`config.mk`:
```
export PLATFORM = sky130hd
export DESIGN_NAME = des_decrypt_iter_flat
export DESIGN_NICKNAME = d
export VERILOG_FILES = /design/src/rtl/des_decrypt_iter_pkg.sv /design/src/rtl/des_decrypt_iter_if.sv /design/src/rtl/des_decrypt_iter_round.sv /design/src/rtl/des_decrypt_iter.sv /design/src/flat_wrapper.sv
export SDC_FILE = /design/constraint.sdc
export NUM_CORES = 1
export LEC_CHECK = 0
export BUFFER_PORTS_ARGS = -buffer_cell sky130_fd_sc_hd__buf_2
export CAP_MARGIN = 30
export CORE_AREA = 2 2 175 177
export CTS_BUF_LIST = sky130_fd_sc_hd__clkbuf_16
export DETAILED_ROUTE_END_ITERATION = 10
export DIE_AREA = 0 0 177 179
export PLACE_DENSITY = 0.72
export RECOVER_POWER = 25
export SLEW_MARGIN = 20
export SYNTH_ARGS = -nofsm -noshare
export SYNTH_HDL_FRONTEND = slang
export SYNTH_SLANG_ARGS = --single-unit
```
`constraint.sdc`:
```
create_clock -name CLK -period 5.6 [get_ports CLK]
set_clock_uncertainty 0.15 [all_clocks]
set_input_delay 0.28 -clock CLK [delete_from_list [all_inputs] [get_ports CLK]]
set_output_delay 0.28 -clock CLK [all_outputs]
set_load 0.01 [all_outputs]
```
`src/rtl/des_decrypt_iter_pkg.sv`:
```
// Shared DES constants: permutation tables, S-box contents, reverse key-rotation schedule,
// engine state encoding and the permutation helpers used by the decryption datapath.
package des_pkg;

    localparam int BLK_W  = 64;
    localparam int HALF_W = 32;
    localparam int SUBK_W = 48;
    localparam int CD_W   = 28;

    typedef enum logic [1:0] {IDLE = 2'd0, ROUND = 2'd1, DONE = 2'd2} state_t;

    // Tables use FIPS-46 numbering: entry value n selects input bit n, bit 1 being the MSB.
    localparam int IP_T [64] = '{58, 50, 42, 34, 26, 18, 10, 2, 60, 52, 44, 36, 28, 20, 12, 4,
                                 62, 54, 46, 38, 30, 22, 14, 6, 64, 56, 48, 40, 32, 24, 16, 8,
                                 57, 49, 41, 33, 25, 17, 9, 1, 59, 51, 43, 35, 27, 19, 11, 3,
                                 61, 53, 45, 37, 29, 21, 13, 5, 63, 55, 47, 39, 31, 23, 15, 7};
    localparam int FP_T [64] = '{40, 8, 48, 16, 56, 24, 64, 32, 39, 7, 47, 15, 55, 23, 63, 31,
                                 38, 6, 46, 14, 54, 22, 62, 30, 37, 5, 45, 13, 53, 21, 61, 29,
                                 36, 4, 44, 12, 52, 20, 60, 28, 35, 3, 43, 11, 51, 19, 59, 27,
                                 34, 2, 42, 10, 50, 18, 58, 26, 33, 1, 41, 9, 49, 17, 57, 25};
    localparam int E_T [48]  = '{32, 1, 2, 3, 4, 5, 4, 5, 6, 7, 8, 9, 8, 9, 10, 11, 12, 13,
                                 12, 13, 14, 15, 16, 17, 16, 17, 18, 19, 20, 21, 20, 21, 22, 23,
                                 24, 25, 24, 25, 26, 27, 28, 29, 28, 29, 30, 31, 32, 1};
    localparam int P_T [32]  = '{16, 7, 20, 21, 29, 12, 28, 17, 1, 15, 23, 26, 5, 18, 31, 10,
                                 2, 8, 24, 14, 32, 27, 3, 9, 19, 13, 30, 6, 22, 11, 4, 25};
    localparam int PC1_T [56] = '{57, 49, 41, 33, 25, 17, 9, 1, 58, 50, 42, 34, 26, 18,
                                  10, 2, 59, 51, 43, 35, 27, 19, 11, 3, 60, 52, 44, 36,
                                  63, 55, 47, 39, 31, 23, 15, 7, 62, 54, 46, 38, 30, 22,
                                  14, 6, 61, 53, 45, 37, 29, 21, 13, 5, 28, 20, 12, 4};
    localparam int PC2_T [48] = '{14, 17, 11, 24, 1, 5, 3, 28, 15, 6, 21, 10, 23, 19, 12, 4,
                                  26, 8, 16, 7, 27, 20, 13, 2, 41, 52, 31, 37, 47, 55, 30, 40,
                                  51, 45, 33, 48, 44, 49, 39, 56, 34, 53, 46, 42, 50, 36, 29, 32};

    // Right-rotation applied after round i+1 (encrypt shifts 16 down to 2); last slot unused.
    localparam logic [1:0] DEC_ROT [16] = '{2'd1, 2'd2, 2'd2, 2'd2, 2'd2, 2'd2, 2'd2, 2'd1,
                                            2'd2, 2'd2, 2'd2, 2'd2, 2'd2, 2'd2, 2'd1, 2'd0};

    // S-box n: 64 nibbles, row-major (row = b1b6, column = b2..b5), first entry in the MSBs.
    localparam logic [255:0] SBOX_T [8] = '{
        256'hE4D12FB83A6C5907_0F74E2D1A6CB9538_41E8D62BFC973A50_FC8249175B3EA06D,
        256'hF18E6B34972DC05A_3D47F28EC01A69B5_0E7BA4D158C6932F_D8A13F42B67C05E9,
        256'hA09E63F51DC7B428_D709346A285ECBF1_D6498F30B12C5AE7_1AD069874FE3B52C,
        256'h7DE3069A1285BC4F_D8B56F03472C1AE9_A690CB7DF13E5284_3F06A1D8945BC72E,
        256'h2C417AB6853FD0E9_EB2C47D150FA3986_421BAD78F9C5630E_B8C71E2D6F09A453,
        256'hC1AF92680D34E75B_AF427C9561DE0B38_9EF528C3704A1DB6_432C95FABE17608D,
        256'h4B2EF08D3C975A61_D0B7491AE35C2F86_14BDC37EAF680592_6BD814A7950FE23C,
        256'hD2846FB1A93E50C7_1FD8A374C56B0E92_7B419CE206ADF358_21E74A8DFC90356B};

    function automatic logic [63:0] ip_perm(input logic [63:0] x);
        logic [63:0] r;
        for (int i = 0; i < 64; i++) r[63-i] = x[64-IP_T[i]];
        return r;
    endfunction

    function automatic logic [63:0] fp_perm(input logic [63:0] x);
        logic [63:0] r;
        for (int i = 0; i < 64; i++) r[63-i] = x[64-FP_T[i]];
        return r;
    endfunction

    function automatic logic [47:0] e_expand(input logic [31:0] x);
        logic [47:0] r;
        for (int i = 0; i < 48; i++) r[47-i] = x[32-E_T[i]];
        return r;
    endfunction

    function automatic logic [31:0] p_perm(input logic [31:0] x);
        logic [31:0] r;
        for (int i = 0; i < 32; i++) r[31-i] = x[32-P_T[i]];
        return r;
    endfunction

    function automatic logic [55:0] pc1_perm(input logic [63:0] k);
        logic [55:0] r;
        for (int i = 0; i < 56; i++) r[55-i] = k[64-PC1_T[i]];
        return r;
    endfunction

    function automatic logic [47:0] pc2_perm(input logic [55:0] cd);
        logic [47:0] r;
        for (int i = 0; i < 48; i++) r[47-i] = cd[56-PC2_T[i]];
        return r;
    endfunction

    function automatic logic [3:0] sbox(input int n, input logic [5:0] b);
        int idx;
        idx = {26'd0, b[5], b[0], b[4:1]};
        return SBOX_T[n][255-4*idx -: 4];
    endfunction

    function automatic logic [27:0] rot_right(input logic [27:0] x, input logic [1:0] n);
        case (n)
            2'd1:    return {x[0], x[27:1]};
            2'd2:    return {x[1:0], x[27:2]};
            default: return x;
        endcase
    endfunction

endpackage

```
`src/rtl/des_decrypt_iter_if.sv`:
```
// Host-side command/result bundle of the DES decryption engine.
// SALT is present only when DES_DECRYPT_SALT_EN is defined.
interface des_decrypt_iter_if;
    logic        IN_VALID;
    logic        IN_READY;
    logic [63:0] KEY;
    logic [63:0] CT;
    logic        OUT_VALID;
    logic        OUT_READY;
    logic [63:0] PT;
    logic        BUSY;
`ifdef DES_DECRYPT_SALT_EN
    logic [11:0] SALT;
`endif

    modport master (
`ifdef DES_DECRYPT_SALT_EN
        output SALT,
`endif
        output IN_VALID, KEY, CT, OUT_READY,
        input  IN_READY, OUT_VALID, PT, BUSY
    );

    modport slave (
`ifdef DES_DECRYPT_SALT_EN
        input  SALT,
`endif
        input  IN_VALID, KEY, CT, OUT_READY,
        output IN_READY, OUT_VALID, PT, BUSY
    );
endinterface

```
`src/rtl/des_decrypt_iter_round.sv`:
```
// One combinational DES Feistel round plus the S-box cell it is built from.
// With DES_DECRYPT_SALT_EN the E output is salt-perturbed (crypt(3) style) before keying.
module des_sbox
    import des_pkg::*;
#(
    parameter int IDX = 0
) (
    input  logic [5:0] x_i,
    output logic [3:0] y_o
);
    assign y_o = sbox(IDX, x_i);
endmodule

module des_round
    import des_pkg::*;
(
    input  logic [HALF_W-1:0] l_i,
    input  logic [HALF_W-1:0] r_i,
    input  logic [SUBK_W-1:0] k_i,
`ifdef DES_DECRYPT_SALT_EN
    input  logic [11:0]       salt_i,
`endif
    output logic [HALF_W-1:0] l_o,
    output logic [HALF_W-1:0] r_o
);
    logic [SUBK_W-1:0] e_raw;
    logic [SUBK_W-1:0] e_mix;
    logic [SUBK_W-1:0] x;
    logic [HALF_W-1:0] s_out;

    assign e_raw = e_expand(r_i);

`ifdef DES_DECRYPT_SALT_EN
    // Salt bit k exchanges E positions k+1 and k+25.
    always_comb begin
        e_mix = e_raw;
        for (int k = 0; k < 12; k++) begin
            if (salt_i[k]) begin
                e_mix[47-k] = e_raw[23-k];
                e_mix[23-k] = e_raw[47-k];
            end
        end
    end
`else
    assign e_mix = e_raw;
`endif

    assign x = e_mix ^ k_i;

    for (genvar g = 0; g < 8; g++) begin : g_sbox
        des_sbox #(.IDX(g)) u_sbox (
            .x_i (x[47-6*g -: 6]),
            .y_o (s_out[31-4*g -: 4])
        );
    end

    assign l_o = r_i;
    assign r_o = l_i ^ p_perm(s_out);
endmodule

```
`src/rtl/des_decrypt_iter.sv`:
```
// Iterative DES block decryptor: one Feistel round per clock, key schedule run backwards.
// Optional salt perturbation enabled by DES_DECRYPT_SALT_EN.
module des_decrypt_iter
    import des_pkg::*;
#(
    parameter int ROUNDS = 16
) (
    input  logic              CLK,
    input  logic              RST,
    des_decrypt_iter_if.slave bus
);
    localparam logic [3:0] LAST = 4'(ROUNDS - 1);

    state_t             state_q, state_d;
    logic [3:0]         cnt_q, cnt_d;
    logic [HALF_W-1:0]  l_q, l_d, r_q, r_d;
    logic [CD_W-1:0]    c_q, c_d, d_q, d_d;
    logic [BLK_W-1:0]   pt_q, pt_d;
    logic               ov_q, ov_d;
    logic [HALF_W-1:0]  l_nx, r_nx;
    logic [SUBK_W-1:0]  subkey;
    logic [BLK_W-1:0]   ct_ip;
    logic [55:0]        key_pc1;
`ifdef DES_DECRYPT_SALT_EN
    logic [11:0]        salt_q, salt_d;
`endif

    assign subkey  = pc2_perm({c_q, d_q});
    assign ct_ip   = ip_perm(bus.CT);
    assign key_pc1 = pc1_perm(bus.KEY);

    des_round u_round (
        .l_i    (l_q),
        .r_i    (r_q),
        .k_i    (subkey),
`ifdef DES_DECRYPT_SALT_EN
        .salt_i (salt_q),
`endif
        .l_o    (l_nx),
        .r_o    (r_nx)
    );

    always_comb begin
        state_d = state_q;
        cnt_d   = cnt_q;
        l_d     = l_q;
        r_d     = r_q;
        c_d     = c_q;
        d_d     = d_q;
        pt_d    = pt_q;
        ov_d    = ov_q;
`ifdef DES_DECRYPT_SALT_EN
        salt_d  = salt_q;
`endif
        case (state_q)
            IDLE: begin
                if (bus.IN_VALID) begin
                    l_d     = ct_ip[63:32];
                    r_d     = ct_ip[31:0];
                    c_d     = key_pc1[55:28];
                    d_d     = key_pc1[27:0];
                    cnt_d   = 4'd0;
                    state_d = ROUND;
`ifdef DES_DECRYPT_SALT_EN
                    salt_d  = bus.SALT;
`endif
                end
            end
            ROUND: begin
                l_d = l_nx;
                r_d = r_nx;
                c_d = rot_right(c_q, DEC_ROT[cnt_q]);
                d_d = rot_right(d_q, DEC_ROT[cnt_q]);
                // Final round: undo the last swap before the inverse IP.
                if (cnt_q == LAST) begin
                    pt_d    = fp_perm({r_nx, l_nx});
                    ov_d    = 1'b1;
                    state_d = DONE;
                end else begin
                    cnt_d = cnt_q + 4'd1;
                end
            end
            DONE: begin
                if (bus.OUT_READY) begin
                    ov_d    = 1'b0;
                    state_d = IDLE;
                end
            end
            default: state_d = IDLE;
        endcase
    end

    always_ff @(posedge CLK or posedge RST) begin
        if (RST) begin
            state_q <= IDLE;
            cnt_q   <= '0;
            l_q     <= '0;
            r_q     <= '0;
            c_q     <= '0;
            d_q     <= '0;
            pt_q    <= '0;
            ov_q    <= 1'b0;
`ifdef DES_DECRYPT_SALT_EN
            salt_q  <= '0;
`endif
        end else begin
            state_q <= state_d;
            cnt_q   <= cnt_d;
            l_q     <= l_d;
            r_q     <= r_d;
            c_q     <= c_d;
            d_q     <= d_d;
            pt_q    <= pt_d;
            ov_q    <= ov_d;
`ifdef DES_DECRYPT_SALT_EN
            salt_q  <= salt_d;
`endif
        end
    end

    assign bus.IN_READY  = (state_q == IDLE);
    assign bus.BUSY      = (state_q != IDLE);
    assign bus.OUT_VALID = ov_q;
    assign bus.PT        = pt_q;
endmodule

```
`src/flat_wrapper.sv`:
```
// flat-port wrapper written by rule: the top's interface ports become plain ports
module des_decrypt_iter_flat import des_pkg::*;
#(
    parameter int ROUNDS = 16
)
  (CLK, RST, bus_IN_VALID, bus_KEY, bus_CT, bus_OUT_READY, bus_IN_READY, bus_OUT_VALID, bus_PT, bus_BUSY);
  des_decrypt_iter_if bus_i ();
  input  logic CLK;
  input  logic RST;
  input wire logic [$bits(bus_i.IN_VALID)-1:0] bus_IN_VALID;
  input wire logic [$bits(bus_i.KEY)-1:0] bus_KEY;
  input wire logic [$bits(bus_i.CT)-1:0] bus_CT;
  input wire logic [$bits(bus_i.OUT_READY)-1:0] bus_OUT_READY;
  output wire logic [$bits(bus_i.IN_READY)-1:0] bus_IN_READY;
  output wire logic [$bits(bus_i.OUT_VALID)-1:0] bus_OUT_VALID;
  output wire logic [$bits(bus_i.PT)-1:0] bus_PT;
  output wire logic [$bits(bus_i.BUSY)-1:0] bus_BUSY;
  assign bus_i.IN_VALID = bus_IN_VALID;
  assign bus_i.KEY = bus_KEY;
  assign bus_i.CT = bus_CT;
  assign bus_i.OUT_READY = bus_OUT_READY;
  assign bus_IN_READY = bus_i.IN_READY;
  assign bus_OUT_VALID = bus_i.OUT_VALID;
  assign bus_PT = bus_i.PT;
  assign bus_BUSY = bus_i.BUSY;
  des_decrypt_iter #(.ROUNDS(ROUNDS)) u_core (.CLK(CLK), .RST(RST), .bus(bus_i));
endmodule
```
Word-level counts from Yosys, hierarchy flattened --
Memory sizes are Yosys's and may differ from the RTL's. Cells that the tools add are included.
Operators by class: add/sub/neg operators 9, order comparisons 1, equal/unequal tests 10, shifts and indexed selects 8, mux-type cells 22, bitwise operators 3, reduce and logical (&&, ||, !) cells 10
Operators with widths (count):
- $shiftx 259x32->4 const A | 8
- $pmux 28 s2 | 4
- $pmux 32 s2 | 2
- $sub 8x8->9 const A | 8
- $mux 32 | 2
- $mux 28 | 2
- $xor 48x48->48 | 1
- $xor 32x32->32 | 1
- $reduce_and 3->1 | 4
- $mux 2 | 5
- $mux 4 | 2
- $pmux 4 s2 | 1
- $ne 2x2->1 const B | 3
- $pmux 2 s3 | 1
- $reduce_bool 2->1 | 3
- $ge 5x5->1 const B | 1
- $not 4->5 | 1
- $add 4x1->4 const B | 1
- $eq 2x1->1 const B | 2
- $eq 2x2->1 const B | 2
- $eq 4x4->1 const B | 1
- $reduce_and 2->1 | 2
- $ne 3x3->1 const B | 1
- $logic_not 2->1 | 1
- 3 further kinds | 4
Storage, ports and cells: bits in registers 191, ROM bits 32, output and inout bits 67, logic and storage cells 72, memories 1
Memories:
- (name not given) | depth 16, bits a word 2, read ports 1, clocked after memory_dff 0, wr ports 0, line des_decrypt_iter.sv:73 | d_d = rot_right(d_q, DEC_ROT[cnt_q]);

Longest topological paths before layout --
Gate-level depths: netlist (run 1).
depth in word-level cells 7, gate-level depth with buffers 11, depth with buffers taken out 10

Hierarchy --
Synthesis (run 1) repeated with hierarchy kept, for this count alone.
Unflattened totals: cells, all modules 1593, area, all modules 15272.1 um^2
By module, submodules not included:
- des_decrypt_iter | times used 1, cells an instance 785, area each 9110.0 um^2
- des_round | times used 1, cells an instance 112, area each 940.9 um^2
- des_sbox at u_core.u_round.g_sbox[5].u_sbox | times used 1, cells an instance 107, area each 750.7 um^2
- des_sbox at u_core.u_round.g_sbox[0].u_sbox | times used 1, cells an instance 90, area each 713.2 um^2
- des_sbox at u_core.u_round.g_sbox[4].u_sbox | times used 1, cells an instance 84, area each 693.2 um^2
- des_sbox at u_core.u_round.g_sbox[7].u_sbox | times used 1, cells an instance 94, area each 668.1 um^2
- des_sbox at u_core.u_round.g_sbox[2].u_sbox | times used 1, cells an instance 81, area each 616.8 um^2
- des_sbox at u_core.u_round.g_sbox[6].u_sbox | times used 1, cells an instance 83, area each 609.3 um^2
- des_sbox at u_core.u_round.g_sbox[1].u_sbox | times used 1, cells an instance 84, area each 589.3 um^2
- des_sbox at u_core.u_round.g_sbox[3].u_sbox | times used 1, cells an instance 73, area each 580.6 um^2

Worst setup path after synthesis (run 1) --
OpenSTA, ideal clock, no wires.
kind reg-to-reg, from register u_core.r_q[5], to register u_core.r_q[20], setup time 134 ps, arrival 2622 ps, required time 5316 ps, path slack 2694 ps, cell stages (with the launch flop) 11, cells stage by stage dfrtp_1 > xnor2_1 > inv_1 > ha_1 > clkbuf_1 > nand2_1 > a21oi_1 > a21oi_1 > a311oi_1 > xor2_1 > o21ai_0
On the way: cells in the longest elaborated chain, start to end 5
Ends and longest elaborated chain:
- from (decl) | line des_decrypt_iter.sv:16 | logic [HALF_W-1:0] l_q, l_d, r_q, r_d;
- from (signal assigned) | line des_decrypt_iter.sv:110 | r_q <= r_d;
- $xor 48x48->48 | line des_decrypt_iter_round.sv:48 | assign x = e_mix ^ k_i;
- $sub 8x8->9 | line des_decrypt_iter_pkg.sv:88 | return SBOX_T[n][255-4*idx -: 4];
- $shiftx 259x32->4 | line des_decrypt_iter_pkg.sv:88
- $xor 32x32->32 | line des_decrypt_iter_round.sv:58 | assign r_o = l_i ^ p_perm(s_out);
- $pmux 32 s2 | line des_decrypt_iter.sv:55 | case (state_q)
No other way between the ends. A chain may end at the register's enable or synchronous reset.

Final worst setup path (run 1) --
from register u_core.r_q[28], to register u_core.pt_q[50] (netlist: u_core.bus.PT[50])
On the way: cells in the longest elaborated chain, start to end 4
Ends and longest elaborated chain:
- $xor 48x48->48 | line des_decrypt_iter_round.sv:48
- $sub 8x8->9 | line des_decrypt_iter_pkg.sv:88
- $shiftx 259x32->4 | line des_decrypt_iter_pkg.sv:88
- $xor 32x32->32 | line des_decrypt_iter_round.sv:58
- to (signal assigned) | line des_decrypt_iter.sv:113 | pt_q <= pt_d;
- to (decl) | line des_decrypt_iter.sv:18 | logic [BLK_W-1:0] pt_q, pt_d;
No other way between the ends.

==> results, run 1 <==
- The run finished, with violations left.
- The final reports fail on max-capacitance violations, max-slew violations.
- The detailed router used layers up to and including met4.
- Counting flops with a built-in enable in the synthesized netlist gives 0.
- The initial antenna violation count is 0.
- Across all register-to-register paths, the minimum setup slack is 2.16 ns.
- The instance area at placement is 15800 sq um.
- The portion of synthesized cell area occupied by the leading cell type is 32.6%.
- In the global route stage, overall resource usage came out at 28.6%.
- The xor and xnor area share after synthesis is 9.54%.
- The post-route netlist has 14.2% of its cells at a drive strength greater than 1.
- The number of cell instances on the worst register-to-register path is 8.
- After routing, the total negative slack on setup checks comes to 0 ns.
- The number of levels the H-tree was split into is 4.
- The net count of the mapped netlist is 1929.
- The first routing iteration left 1492 violations.
- The final weighted congestion in routability-driven placement is ~0.9.
- The critical path goes through xor2_1, ha_1, inv_1, mux4_2, nor3b_1, a211oi_2, xnor2_1, o21ai_0.
- The most used flip-flop cell after synthesis is sky130_fd_sc_hd__dfrtp_1.
- The worst hold path begins at bus_KEY[31].
- In the final routed layout, each cell accounts on average for 19.4 microns.
- On the critical path the largest part of the delay comes from XOR/XNOR gates.
- The quantity of gates resized following cts is 0.
- The number of detailed-route iterations in the first pass is 5.
- The sequential share of the synthesized area is 32.6%.
- Setup repair after global routing left no endpoint under its margin.
- The type of element capturing the critical path is a flop.
- The first global-routing pass estimated 70.6 mm of wire.
- The floorplan step defined a die boundary enclosing 31700 sq um.
- A synthesized cell averages 8.48 sq um.
- After detailed routing, the number of remaining DRC violations is 0.
- Dividing the final minimum period by the clock period gives 61.4%.
- The actual slew at the worst max-slew pin is roughly 1.8 ns.
- The post-synthesis instance area is approximately 15000 sq um.
- The number of vias after detailed routing is approximately 14000.
- The clock latency on the worst-skew pair is about 0.45 ns.
- Buffers inserted to repair hold after CTS numbered 70.
- The setup-violating endpoint count in the final report is 0.
- The combinational family with the most area after synthesis is compound AO/OA/AOI/OAI gates.
- In the post-synthesis netlist, the cell with the most instances is sky130_fd_sc_hd__nand2_1.
- The cell area after layout is approximately 17000 sq um.
- The signed area change from the synthesized netlist to the final layout is 16.8%.
- The clock period could shrink to 3.44 ns.
- Counting flops with an async set or reset pin after synthesis yields a share of 100%.
- The critical-path cell with the highest stage delay is sky130_fd_sc_hd__xor2_1.
- Max-cap violations in this run came to 1.
- The worst-path maximum fanout is 12.
- The initial core utilization is about 50%.
- The clock passes through at most 2 buffers.
- The startpoint of the worst setup timing path is u_core.r_q[28].
- The clock tree root buffer cell is sky130_fd_sc_hd__clkbuf_16.
- Summing the areas of all compound-gate instances in the mapped netlist gives between 20% and 30% of the synthesized area.
- The clock transition at the registers of the reported paths is ~0.080 ns.
- The CTS buffer count is 17.
- The die is 177 microns wide.
- The max-slew violation count is 36.
- The multiplexer fraction of the synthesized cell area is 10.5%.
- The hold path depth is 3.
- The startpoint identified for the worst register-to-register timing path is u_core.r_q[28].
- The category of the critical setup timing path is reg -> reg.
- The buffers inserted during post-CTS setup optimization is 0.
- The post-route met1 wirelength is 20.4 mm.
- The peak clock frequency supported by timing is 0.291 GHz.
- The cell taking the most area after synthesis is sky130_fd_sc_hd__dfrtp_1.
- The count of port buffers added during placement is 190.
- The simple-gate portion of the synthesized area is 15.7%.
- The buffers plus inverters on the worst setup path is 1.
- The via count of the first global-routing pass is 12700.
- Row generation in the floorplan step produced 64 rows.
- The total area inside the core boundary comes to roughly 30000 sq um.
- The number of hold violations in the final report was 0.
- The worst pin sits at a relative slew slack of -23.1%.
- The die outline height is 179 microns.
- After the last flow step, the layout net total stands at 2111.
- The worst setup path is launched from a flop.
- The tree built by TritonCTS fans out to 191 sinks.
- Entering global routing, the biggest net connects 152 pins.
- The count of antenna-violating nets left after detailed routing is 0.
- The critical path depth in cells is 8.
- The destination of the worst register-to-register timing path is u_core.bus.PT[50].
- The data arrival time at the worst-slack endpoint is 3.60 ns.
- After detailed routing, the total wire length is 45.1 mm.
- The met2 wire length is 19.6 mm.
- For this run, the number of Yosys warnings is 0.
- The number of different library cells used by synthesis comes to 70.
- Synthesis produced between 1500 and 2000 cells.
- The total half-perimeter wirelength after legalization and detailed placement is about 31 mm.
- In this run the count of I/O pins placed on the die edge is 199.
- The number of fillers in the final layout is 2796.
- Using the TritonRoute via totals, the vias-per-cell ratio works out to 5.95.
- By area the synthesized netlist is led by sky130_fd_sc_hd__dfrtp_1 (33%), sky130_fd_sc_hd__nand2_1 (6.8%), sky130_fd_sc_hd__mux2i_1 (5.7%), sky130_fd_sc_hd__ha_1 (5.7%), sky130_fd_sc_hd__a21oi_1 (5.6%).
- The fraction of the mapped netlist area in adder cells is 5.71%.
- After synthesis, the most frequently instantiated cells are sky130_fd_sc_hd__nand2_1 (264), sky130_fd_sc_hd__dfrtp_1 (191), sky130_fd_sc_hd__a21oi_1 (165), sky130_fd_sc_hd__o21ai_0 (160), sky130_fd_sc_hd__nor2_1 (111).
- The worst hold path class is in -> reg.
- After detailed routing, the met3 layer carries 3.80 mm of wire.
- TritonCTS built the clock tree.
- The delay of the slowest critical-path stage is 0.68 ns.
- Data on the critical path is required at its endpoint by approximately 5.8 ns.
- The worst hold path terminates at u_core.c_q[24].
- The synthesized design contains 191 register bits.
- The overall overflow remaining after global route is 0.
- The number of antenna diodes in the final layout is 0.
[layout make-up]
| class | instances | area, sq um | share of cell area (%) |
|---|---|---|---|
| clock buffers | 17 | 425 | 2.48 |
| clock inverters | 15 | 139 | 0.810 |
| inverters | 40 | 151 | 0.883 |
| multi-input cells | 1368 | 9250 | 54.0 |
| flip-flops and latches | 191 | 4780 | 27.9 |
| well taps | 396 | 495 | 2.89 |
| repair buffers | 294 | 1900 | 11.1 |
[how the worst max path moves through the flow]
stage | slack, ns | end
after floorplan | 2.69 | u_core.r_q[20]
after global placement | 2.06 | u_core.r_q[18]
after detailed placement | 2.17 | u_core.bus.PT[50]
after CTS | 2.14 | u_core.bus.PT[50]
after global routing | 1.91 | u_core.bus.PT[50]
final | 2.16 | u_core.bus.PT[50]
[cell families after synthesis]
logic type / Yosys count
buf+inv: 171
simple gates: 531
compound gates: 516
flops: 191
fa+ha+maj: 67
mux: 119
xor+xnor: 135
[layer usage]
layer	up-vias	GRT usage (%)
met5	-	0
li1	6498	-
met1	6704	41.4
met2	537	42.5
met3	69	5.77
met4	0	9.30
[layout by cell type, fill, tap and decap left out, types with 8 or more instances in the layout]
master                          count
sky130_fd_sc_hd__nor3_1            27
sky130_fd_sc_hd__mux2_2             8
sky130_fd_sc_hd__clkbuf_16         17
sky130_fd_sc_hd__xor2_1            44
sky130_fd_sc_hd__o211ai_1          21
sky130_fd_sc_hd__clkbuf_1          66
sky130_fd_sc_hd__nor2_1           109
sky130_fd_sc_hd__o21ai_0          159
sky130_fd_sc_hd__xnor2_2           10
sky130_fd_sc_hd__a21oi_1          165
sky130_fd_sc_hd__a22oi_1           32
sky130_fd_sc_hd__nand3_1           46
sky130_fd_sc_hd__o22ai_1            9
sky130_fd_sc_hd__a31oi_1           13
sky130_fd_sc_hd__a211oi_1          21
sky130_fd_sc_hd__o21ai_1           17
sky130_fd_sc_hd__o2111ai_1          9
sky130_fd_sc_hd__buf_2            125
sky130_fd_sc_hd__buf_4             24
sky130_fd_sc_hd__mux4_2            27
sky130_fd_sc_hd__xnor2_1           63
sky130_fd_sc_hd__dlygate4sd3_1     70
sky130_fd_sc_hd__nor2b_1           29
sky130_fd_sc_hd__xor2_2            16
sky130_fd_sc_hd__dfrtp_1          191
sky130_fd_sc_hd__mux2i_1           84
sky130_fd_sc_hd__inv_1             34
sky130_fd_sc_hd__ha_1              67
sky130_fd_sc_hd__nand2_1          262
sky130_fd_sc_hd__and3_1            23
[flip-flops by register name (all words and copies together) (netlist names)]
signal,cells
u_core.bus.OUT_VALID,1
u_core.bus.PT,64
u_core.c_q,28
u_core.cnt_q,4
u_core.d_q,28
u_core.l_q,32
u_core.r_q,32
u_core.state_q,2
[metrics by stage]
| stage | cells | hold slack (ns) | utilization [%] | worst slack (ns) |
|---|---|---|---|---|
| after floorplan | 1730 | 0.237 | - | 2.69 |
| after global placement | 2206 | 0.306 | 52.6 | 2.06 |
| after detailed placement | 2209 | 0.310 | 52.6 | 2.17 |
| after CTS | 2311 | 0.00284 | 56.9 | 2.14 |
| after global routing | 2321 | 0.0110 | 57.1 | 1.91 |
| final | 2321 | 0.00525 | 57.1 | 2.16 |
[worst min-delay path, stage by stage]
cell,delay [ns]
sky130_fd_sc_hd__buf_2,0.08
sky130_fd_sc_hd__a21oi_1,0.06
sky130_fd_sc_hd__o21ai_0,0.15
Power of run 1 is not shown: default switching activity piles up to over one toggle a cycle in this logic, so the estimate is an artifact.
==> inputs of run 2 (changes only) <==
ABC_AREA = 1   (was default)
clock period = 2.95 ns   (was 5.6 ns; I/O delays follow)
==> results, run 2 <==
- The final cycle utilization of the critical path came to 91.2% (+30 points).
- The share of post-route cells with drive strength above 1 is 8.42% (-5.8 points).
- The count of inserted antenna diode cells is 0 (unchanged).
- The fraction of registers with async set/reset is 100% (unchanged).
- Leaving out fill and tap cells, the most frequent cell in the layout is sky130_fd_sc_hd__nand2_1.
- Leaving out fill and tap cells, the most frequent cells in the layout are sky130_fd_sc_hd__nand2_1 (1036), sky130_fd_sc_hd__nand3_1 (349), sky130_fd_sc_hd__dfrtp_1 (191).
- The portion of synthesized cell area occupied by the leading cell type is 32.6% (about the same).
- The number of non-filler instances in the completed layout is 3056 (+32%).
- The number of cell instances on the worst register-to-register path is 17 (+9).
- The data arrival time at the worst-slack endpoint is 2.89 ns (-0.71 ns).
- The buffers inserted during post-CTS setup optimization is 0 (unchanged).
- The net count of the mapped netlist is 2568 (+33%).
- The peak clock frequency supported by timing came to 0.372 GHz (+28%).
- The startpoint kind of the worst setup timing path is a flop.
- The path class of the tightest hold or removal check is in -> reg.
- The average routed wire per standard cell was 17.1 microns (-12%).
- The total clock sinks is 191 (unchanged).
- The count of port buffers added during placement is 190 (unchanged).
- The number of top-level pins came to 199 (unchanged).
- Relative to the synthesized area, the layout overhead comes to 21.6%.
- The most used flip-flop cell after synthesis is sky130_fd_sc_hd__dfrtp_1.
- The endpoint required time on the critical path is 3.15 ns (-2.61 ns).
- The post-route worst setup slack is 0.259 ns (-1.90 ns).
- The initial core utilization is 48.9% (about the same).
- The number of flip-flops in the largest register was 64 (unchanged).
- The standard cell core area is 30000 sq um (unchanged).
- The number of buffers added to fix hold violations after cts is 122 (+74%).
- The via count of the first global-routing pass came to 15200 (+19%).
- The number of synthesized flops with an enable pin was 0 (unchanged).
- The max capacitance violation total came to 1 (unchanged).
- The synthesized-area fraction occupied by ao, oa, aoi and oai cells is 7.86% (-13 points).
- After synthesis, the largest family of logic cells by area is simple AND/OR/NAND/NOR gates.
- Setup repair after global routing left no endpoint under its margin.
- The die footprint is 31700 sq um (unchanged).
- The number of DRC markers in iteration 0 is 1585 (+6.2%).
- The wire length of the first global-routing pass is 80.6 mm (+14%).
- The launch point of the worst hold path is bus_OUT_READY.
- The maximum number of buffers from clock root to sink is 2 (unchanged).
- sky130_fd_sc_hd__dfrtp_1 takes more of the synthesized area than any other cell.
- The final critical delay including setup and external delays is 2.69 ns (-0.748 ns).
- The tree is rooted in a sky130_fd_sc_hd__clkbuf_16.
- The flop-to-flop setup slack is 0.26 ns (-1.90 ns).
- The global-route total usage across every layer came to 32.6% (+4.1 points).
- The count of cell types in the netlist came to 30 (-57%).
- The simple-gate portion of the synthesized area came to 44.3% (+29 points).
- The final weighted congestion in routability-driven placement is 0.964 (+6.6%).
- The number of vias after detailed routing is 16900 (+22%).
- The setup-violating endpoint count in the final report is 0 (unchanged).
- The flow ran to the end, but the final reports show violations.
- The clock latency on the worst-skew pair was 0.46 ns (about the same).
- The fraction of the mapped netlist area in adder cells came to 5.71% (about the same).
- The number of levels the H-tree was split into is 4 (unchanged).
- The worst-path maximum fanout is 6 (-6).
- The sequential share of the synthesized area was 32.6% (about the same).
- The instance count of the mapped netlist is 2369 (+37%).
- The total wire length is 52.1 mm (+16%).
- The checks that failed: max-capacitance violations, max-slew violations.
- The initial antenna violation count is 0 (unchanged).
- The worst setup path is captured at a flop.
- The startpoint identified for the worst register-to-register timing path is u_core.r_q[20].
- The TritonCTS clock tree is done.
- The number of placed instances with taps included is 2902 (+31%).
- Ranked by total cell area, the synthesized netlist is headed by sky130_fd_sc_hd__dfrtp_1 (33%), sky130_fd_sc_hd__nand2_1 (27%), sky130_fd_sc_hd__nand3_1 (12%), sky130_fd_sc_hd__ha_1 (5.7%), sky130_fd_sc_hd__inv_1 (4.7%).
- The count of synthesis-stage warnings from yosys is 0 (unchanged).
- The count of nets after finishing is 2846 (+35%).
- The post-synthesis instance area is 14700 sq um (about the same).
- The floorplan die width is 177 microns (unchanged).
- The worst setup timing slack at the placement stage came to 0.337 ns (-1.83 ns).
- The critical path is of the reg -> reg type.
- The pin count of the biggest net entering global routing came to 95 (-38%).
- The quantity of gates resized following cts is 0 (unchanged).
- The terminating pin of the worst hold path is u_core.state_q[1].
- The multiplexer fraction of the synthesized cell area was 0% (-10 points).
- The number of hold violations in the final report is 0 (unchanged).
- The die outline height is 179 microns (unchanged).
- The via density per instance is 5.53 (-7.1%).
- The hold path depth is 3 (unchanged).
- The count of state elements after synthesis was 191 (unchanged).
- The worst-case headroom to the max-slew limit is -2.26% (+21 points).
- The mean post-synth cell area is 6.19 sq um (-27%).
- The number of detailed-route iterations in the first pass is 7 (+2).
- The most numerous cell in the Yosys netlist is sky130_fd_sc_hd__nand2_1.
- The worst register-to-register path ends at u_core.r_q[8].
- The max-slew violation count came to 29 (-19%).
- The number of rows in the core area is 64 (unchanged).
- The summed negative setup slack over all endpoints is 0 ns (unchanged).
- The total half-perimeter wirelength after legalization and detailed placement is 37.3 mm (+19%).
- The count of antenna-violating nets left after detailed routing came to 0 (unchanged).
- The number of design rule violations left after detail routing came to 0 (unchanged).
- The clock transition at the registers of the reported paths is 0.08 ns (about the same).
- The tightest hold margin was 0.262 ns (+0.256 ns).
- The overall overflow remaining after global route came to 0 (unchanged).
- The xor and xnor area share after synthesis is 1.42% (-8.1 points).
- The CTS buffer count came to 17 (unchanged).
- The actual slew at the worst max-slew pin was 1.53 ns (-0.321 ns).
- After synthesis, the most frequently instantiated cells are sky130_fd_sc_hd__nand2_1 (1036), sky130_fd_sc_hd__nand3_1 (349), sky130_fd_sc_hd__dfrtp_1 (191), sky130_fd_sc_hd__inv_1 (182), sky130_fd_sc_hd__nor2_1 (178).
run 2: cell types whose count changed in the layout (fill, tap and decap cells not counted), sizes merged, moves of 52 or more:
cell | previous run | this run
xor2 | 61 | 5
o21ai | 177 | 106
nand3 | 46 | 349
nor2 | 111 | 178
a21oi | 167 | 22
xnor2 | 74 | 18
dlygate4sd3 | 70 | 122
inv | 46 | 200
mux2i | 84 | 0
nand2 | 264 | 1037
run 2: routing by layer:
metal / routed length (microns) / GRT usage, %
met1: 21800 / 43.7
met2: 24400 / 52.9
met3: 3710 / 4.35
met4: 2190 / 14.3
met5: 0 / 0
run 2: cells by family after synthesis:
logic type / count (synthesis)
AO/OA/AOI/OAI: 190
AND/OR/NAND/NOR: 1600
XOR/XNOR: 23
adder cells (fa/ha/maj): 67
flip-flops: 191
buffers and inverters: 298
run 2: how the worst max path moves through the flow:
stage,start,end,slack (ns),cells after the start
after floorplan,RST,u_core.bus.OUT_VALID,0.19,1
after global placement,u_core.r_q[20],u_core.r_q[8],0.38,17
after detailed placement,u_core.r_q[20],u_core.r_q[8],0.34,17
after CTS,u_core.r_q[20],u_core.r_q[8],0.32,17
after global routing,u_core.r_q[16],u_core.r_q[6],0.002,15
final,u_core.r_q[20],u_core.r_q[8],0.26,17
run 2: final cells by class:
class | instances | area (sq um)
Tap cell | 396 | 495
Inverter | 194 | 736
Fill cell | 2890 | 12200
Sequential cell | 191 | 4780
Timing Repair Buffer | 363 | 2560
Clock buffer | 17 | 425
Multi-Input combinational cell | 1880 | 8710
Clock inverter | 15 | 128
run 2: through the flow:
| stage | cell area, sq um | utilization, % |
|---|---|---|
| after global placement | 16100 | 53.8 |
| after detailed placement | 16200 | 53.8 |
| final | 17800 | 59.4 |
| after floorplan | 14700 | - |
| after CTS | 17900 | 59.7 |
| after global routing | 17800 | 59.4 |
run 2: critical path, stage by stage, from the launching register on:
cell	delay, ns
sky130_fd_sc_hd__dfrtp_1	0.41
sky130_fd_sc_hd__inv_1	0.20
sky130_fd_sc_hd__nand2_1	0.08
sky130_fd_sc_hd__nand2_1	0.19
sky130_fd_sc_hd__inv_1	0.16
sky130_fd_sc_hd__ha_1	0.35
sky130_fd_sc_hd__inv_1	0.08
sky130_fd_sc_hd__nand2_1	0.07
sky130_fd_sc_hd__nand2_1	0.13
sky130_fd_sc_hd__nand2_1	0.08
sky130_fd_sc_hd__nand2_1	0.07
sky130_fd_sc_hd__nand2_1	0.05
sky130_fd_sc_hd__nand3_1	0.17
sky130_fd_sc_hd__nand2_1	0.09
sky130_fd_sc_hd__nand2_1	0.08
sky130_fd_sc_hd__nand3_1	0.07
sky130_fd_sc_hd__nand2_1	0.10
sky130_fd_sc_hd__nand2_1	0.05
Power of run 2 is left out for the same reason.
==> inputs of run 3 (changes only) <==
CORE_AREA = 2 2 168 170   (was 2 2 175 177)
DIE_AREA = 0 0 170 172   (was 0 0 177 179)
PLACE_DENSITY = 0.77   (was 0.72)
==> results, run 3 (same netlist as run 2, synthesis figures left out) <==
- The flow ran to the end, but the final reports show violations.
- The final reports fail on max-capacitance violations, max-slew violations.
- The standard cell core area is 27500 sq um (-8.5%).
- The number of detailed-route iterations in the first pass is 6 (-1).
- The number of hold violations in the final report is 0 (unchanged).
- The floorplan die width came to 170 microns (-4.0%).
- The setup-violating endpoint count in the final report is 0 (unchanged).
- The number of top-level pins was 199 (unchanged).
- Setup repair after global routing left no endpoint under its margin.
- The worst-case headroom to the max-slew limit was -32.6% (-30 points).
- The worst-path maximum fanout is 6 (unchanged).
- The clock latency on the worst-skew pair is 0.46 ns (about the same).
- The post-route met1 wirelength came to 21.7 mm (-0.49%).
- STA classifies the critical path endpoint as a flop.
- The die outline height was 172 microns (-3.9%).
- The met2 wire length is 24.6 mm (+0.87%).
- The total clock sinks is 191 (unchanged).
- The buffers inserted during post-CTS setup optimization was 0 (unchanged).
- The signed area change from the synthesized netlist to the final layout is 21.8%.
- The actual slew at the worst max-slew pin is 1.99 ns (+0.464 ns).
- The number of design rule violations left after detail routing is 0 (unchanged).
- The wire length of the first global-routing pass is 80.5 mm (-0.17%).
- The endpoint required time on the critical path was 3.15 ns (about the same).
- The flop-to-flop setup slack is 0.31 ns (+0.05 ns).
- The via density per instance is 5.64 (+2.0%).
- The peak clock frequency supported by timing is 0.379 GHz (+2.0%).
- The initial core utilization is 53.4% (+4.5 points).
- The average routed wire per standard cell is 17.3 microns (+1.4%).
- The number of flip-flops in the largest register came to 64 (unchanged).
- The final weighted congestion in routability-driven placement is 0.931 (-3.5%).
- The total wire length was 52.0 mm (-0.23%).
- The TritonCTS clock tree is done.
- The category of the critical setup timing path is reg -> reg.
- The final cycle utilization of the critical path is 89.4% (-1.8 points).
- The count of nets after finishing came to 2846 (unchanged).
- The die footprint is 29200 sq um (-7.7%).
- The summed negative setup slack over all endpoints is 0 ns (unchanged).
- The data arrival time at the worst-slack endpoint is 2.84 ns (-0.05 ns).
- The top cell types in the final layout, fill and taps aside, are sky130_fd_sc_hd__nand2_1 (1036), sky130_fd_sc_hd__nand3_1 (349), sky130_fd_sc_hd__dfrtp_1 (191).
- The maximum number of buffers from clock root to sink is 2 (unchanged).
- The via count of the first global-routing pass came to 15200 (+0.020%).
- The number of DRC markers in iteration 0 came to 1826 (+15%).
- The top routing layer in use is met4.
- The overall overflow remaining after global route is 0 (unchanged).
- The clock transition at the registers of the reported paths is 0.08 ns (about the same).
- The CTS buffer count was 17 (unchanged).
- The max capacitance violation total was 1 (unchanged).
- The most common library cell in the layout ignoring fill and taps is sky130_fd_sc_hd__nand2_1.
- The share of post-route cells with drive strength above 1 is 10.3% (+1.8 points).
- CTS placed an instance of sky130_fd_sc_hd__clkbuf_16 at the clock tree root.
- The number of vias after detailed routing is 17000 (+0.37%).
- The number of levels the H-tree was split into came to 4 (unchanged).
- The max-slew violation count came to 137 (+370%).
- The pin count of the biggest net entering global routing came to 137 (+44%).
- The initial antenna violation count is 0 (unchanged).
- The routed length on met3 came to 3.82 mm (+3.1%).
- The count of port buffers added during placement is 190 (unchanged).
- STA classifies the critical path startpoint as a flop.
- The global-route total usage across every layer is 35.2% (+2.6 points).
- The total half-perimeter wirelength after legalization and detailed placement is 36.6 mm (-1.8%).
- The final critical delay including setup and external delays came to 2.64 ns (-0.0531 ns).
- The count of antenna-violating nets left after detailed routing is 0 (unchanged).
- The count of inserted antenna diode cells is 0 (unchanged).
- The number of rows in the core area came to 61 (-4.7%).
- The path class of the tightest hold or removal check is in -> reg.
-- run 3: cell types whose count changed in the layout (fill, tap and decap cells not counted), sizes merged --
cell / previous run / this run
clkbuf: 84 / 38
clkinvlp: 2 / 3
buf: 174 / 222
bufinv: 0 / 2
clkinv: 7 / 6
dlygate4sd3: 122 / 120
inv: 200 / 198
-- run 3: area by class of cell --
type / count / area, sq um
Inverter: 194 / 738
Clock inverter: 15 / 174
Fill cell: 2461 / 9610
Multi-Input combinational cell: 1880 / 8700
Tap cell: 346 / 433
Sequential cell: 191 / 4780
Timing Repair Buffer: 363 / 2610
Clock buffer: 17 / 425
-- run 3: through the flow --
step | hold WS [ns] | setup slack (ns) | utilization [%] | instances | area (sq um)
final | 0.0135 | 0.312 | 65.0 | 3006 | 17900
after global routing | 0.0630 | 0.0761 | 65.0 | 3006 | 17900
after CTS | 0.000694 | 0.336 | 65.2 | 3006 | 17900
after detailed placement | 0.191 | 0.348 | 58.6 | 2854 | 16100
after global placement | 0.185 | 0.397 | 58.6 | 2854 | 16100
after floorplan | 0.0838 | 0.190 | - | 2369 | 14700
-- run 3: repair_timing --
| item | 4_1_cts | 5_1_grt |
|---|---|---|
| hold buffers | 120 | 0 |
| resized for setup | 0 | 0 |
| hold endpoints to repair | 311 | 0 |
| endpoints found under the setup margin | 0 | 0 |
-- run 3: path summary, 6_finish.rpt --
| path | from | endpoint | cells after the start |
|---|---|---|---|
| setup / recovery | u_core.r_q[20] | u_core.r_q[8] | 17 |
| hold / removal | bus_KEY[1] | u_core.d_q[27] | 5 |
| setup reg to reg | u_core.r_q[20] | u_core.r_q[8] | 17 |
| hold reg to reg | u_core.bus.PT[13] | u_core.bus.PT[13] | 2 |
| max in group asynchronous | RST | u_core.bus.PT[3] | 4 |
| min in group asynchronous | RST | u_core.bus.PT[42] | 4 |
-- run 3: routing by layer --
metal,vias to the layer above,track usage (%)
met5,-,0
met4,0,14.0
met3,131,4.72
met2,824,58.9
met1,7884,46.6
li1,8119,-
-- run 3: worst max-delay path: stages (launching register included) --
cell,delay (ns)
sky130_fd_sc_hd__dfrtp_1,0.41
sky130_fd_sc_hd__inv_1,0.23
sky130_fd_sc_hd__nand2_1,0.09
sky130_fd_sc_hd__nand2_1,0.19
sky130_fd_sc_hd__inv_1,0.16
sky130_fd_sc_hd__ha_1,0.35
sky130_fd_sc_hd__inv_1,0.08
sky130_fd_sc_hd__nand2_1,0.07
sky130_fd_sc_hd__nand2_1,0.13
sky130_fd_sc_hd__nand2_1,0.08
sky130_fd_sc_hd__nand2_1,0.07
sky130_fd_sc_hd__nand2_1,0.04
sky130_fd_sc_hd__nand3_1,0.14
sky130_fd_sc_hd__nand2_1,0.08
sky130_fd_sc_hd__nand2_1,0.07
sky130_fd_sc_hd__nand3_1,0.07
sky130_fd_sc_hd__nand2_1,0.07
sky130_fd_sc_hd__nand2_1,0.04
Power of run 3 is left out for the same reason.
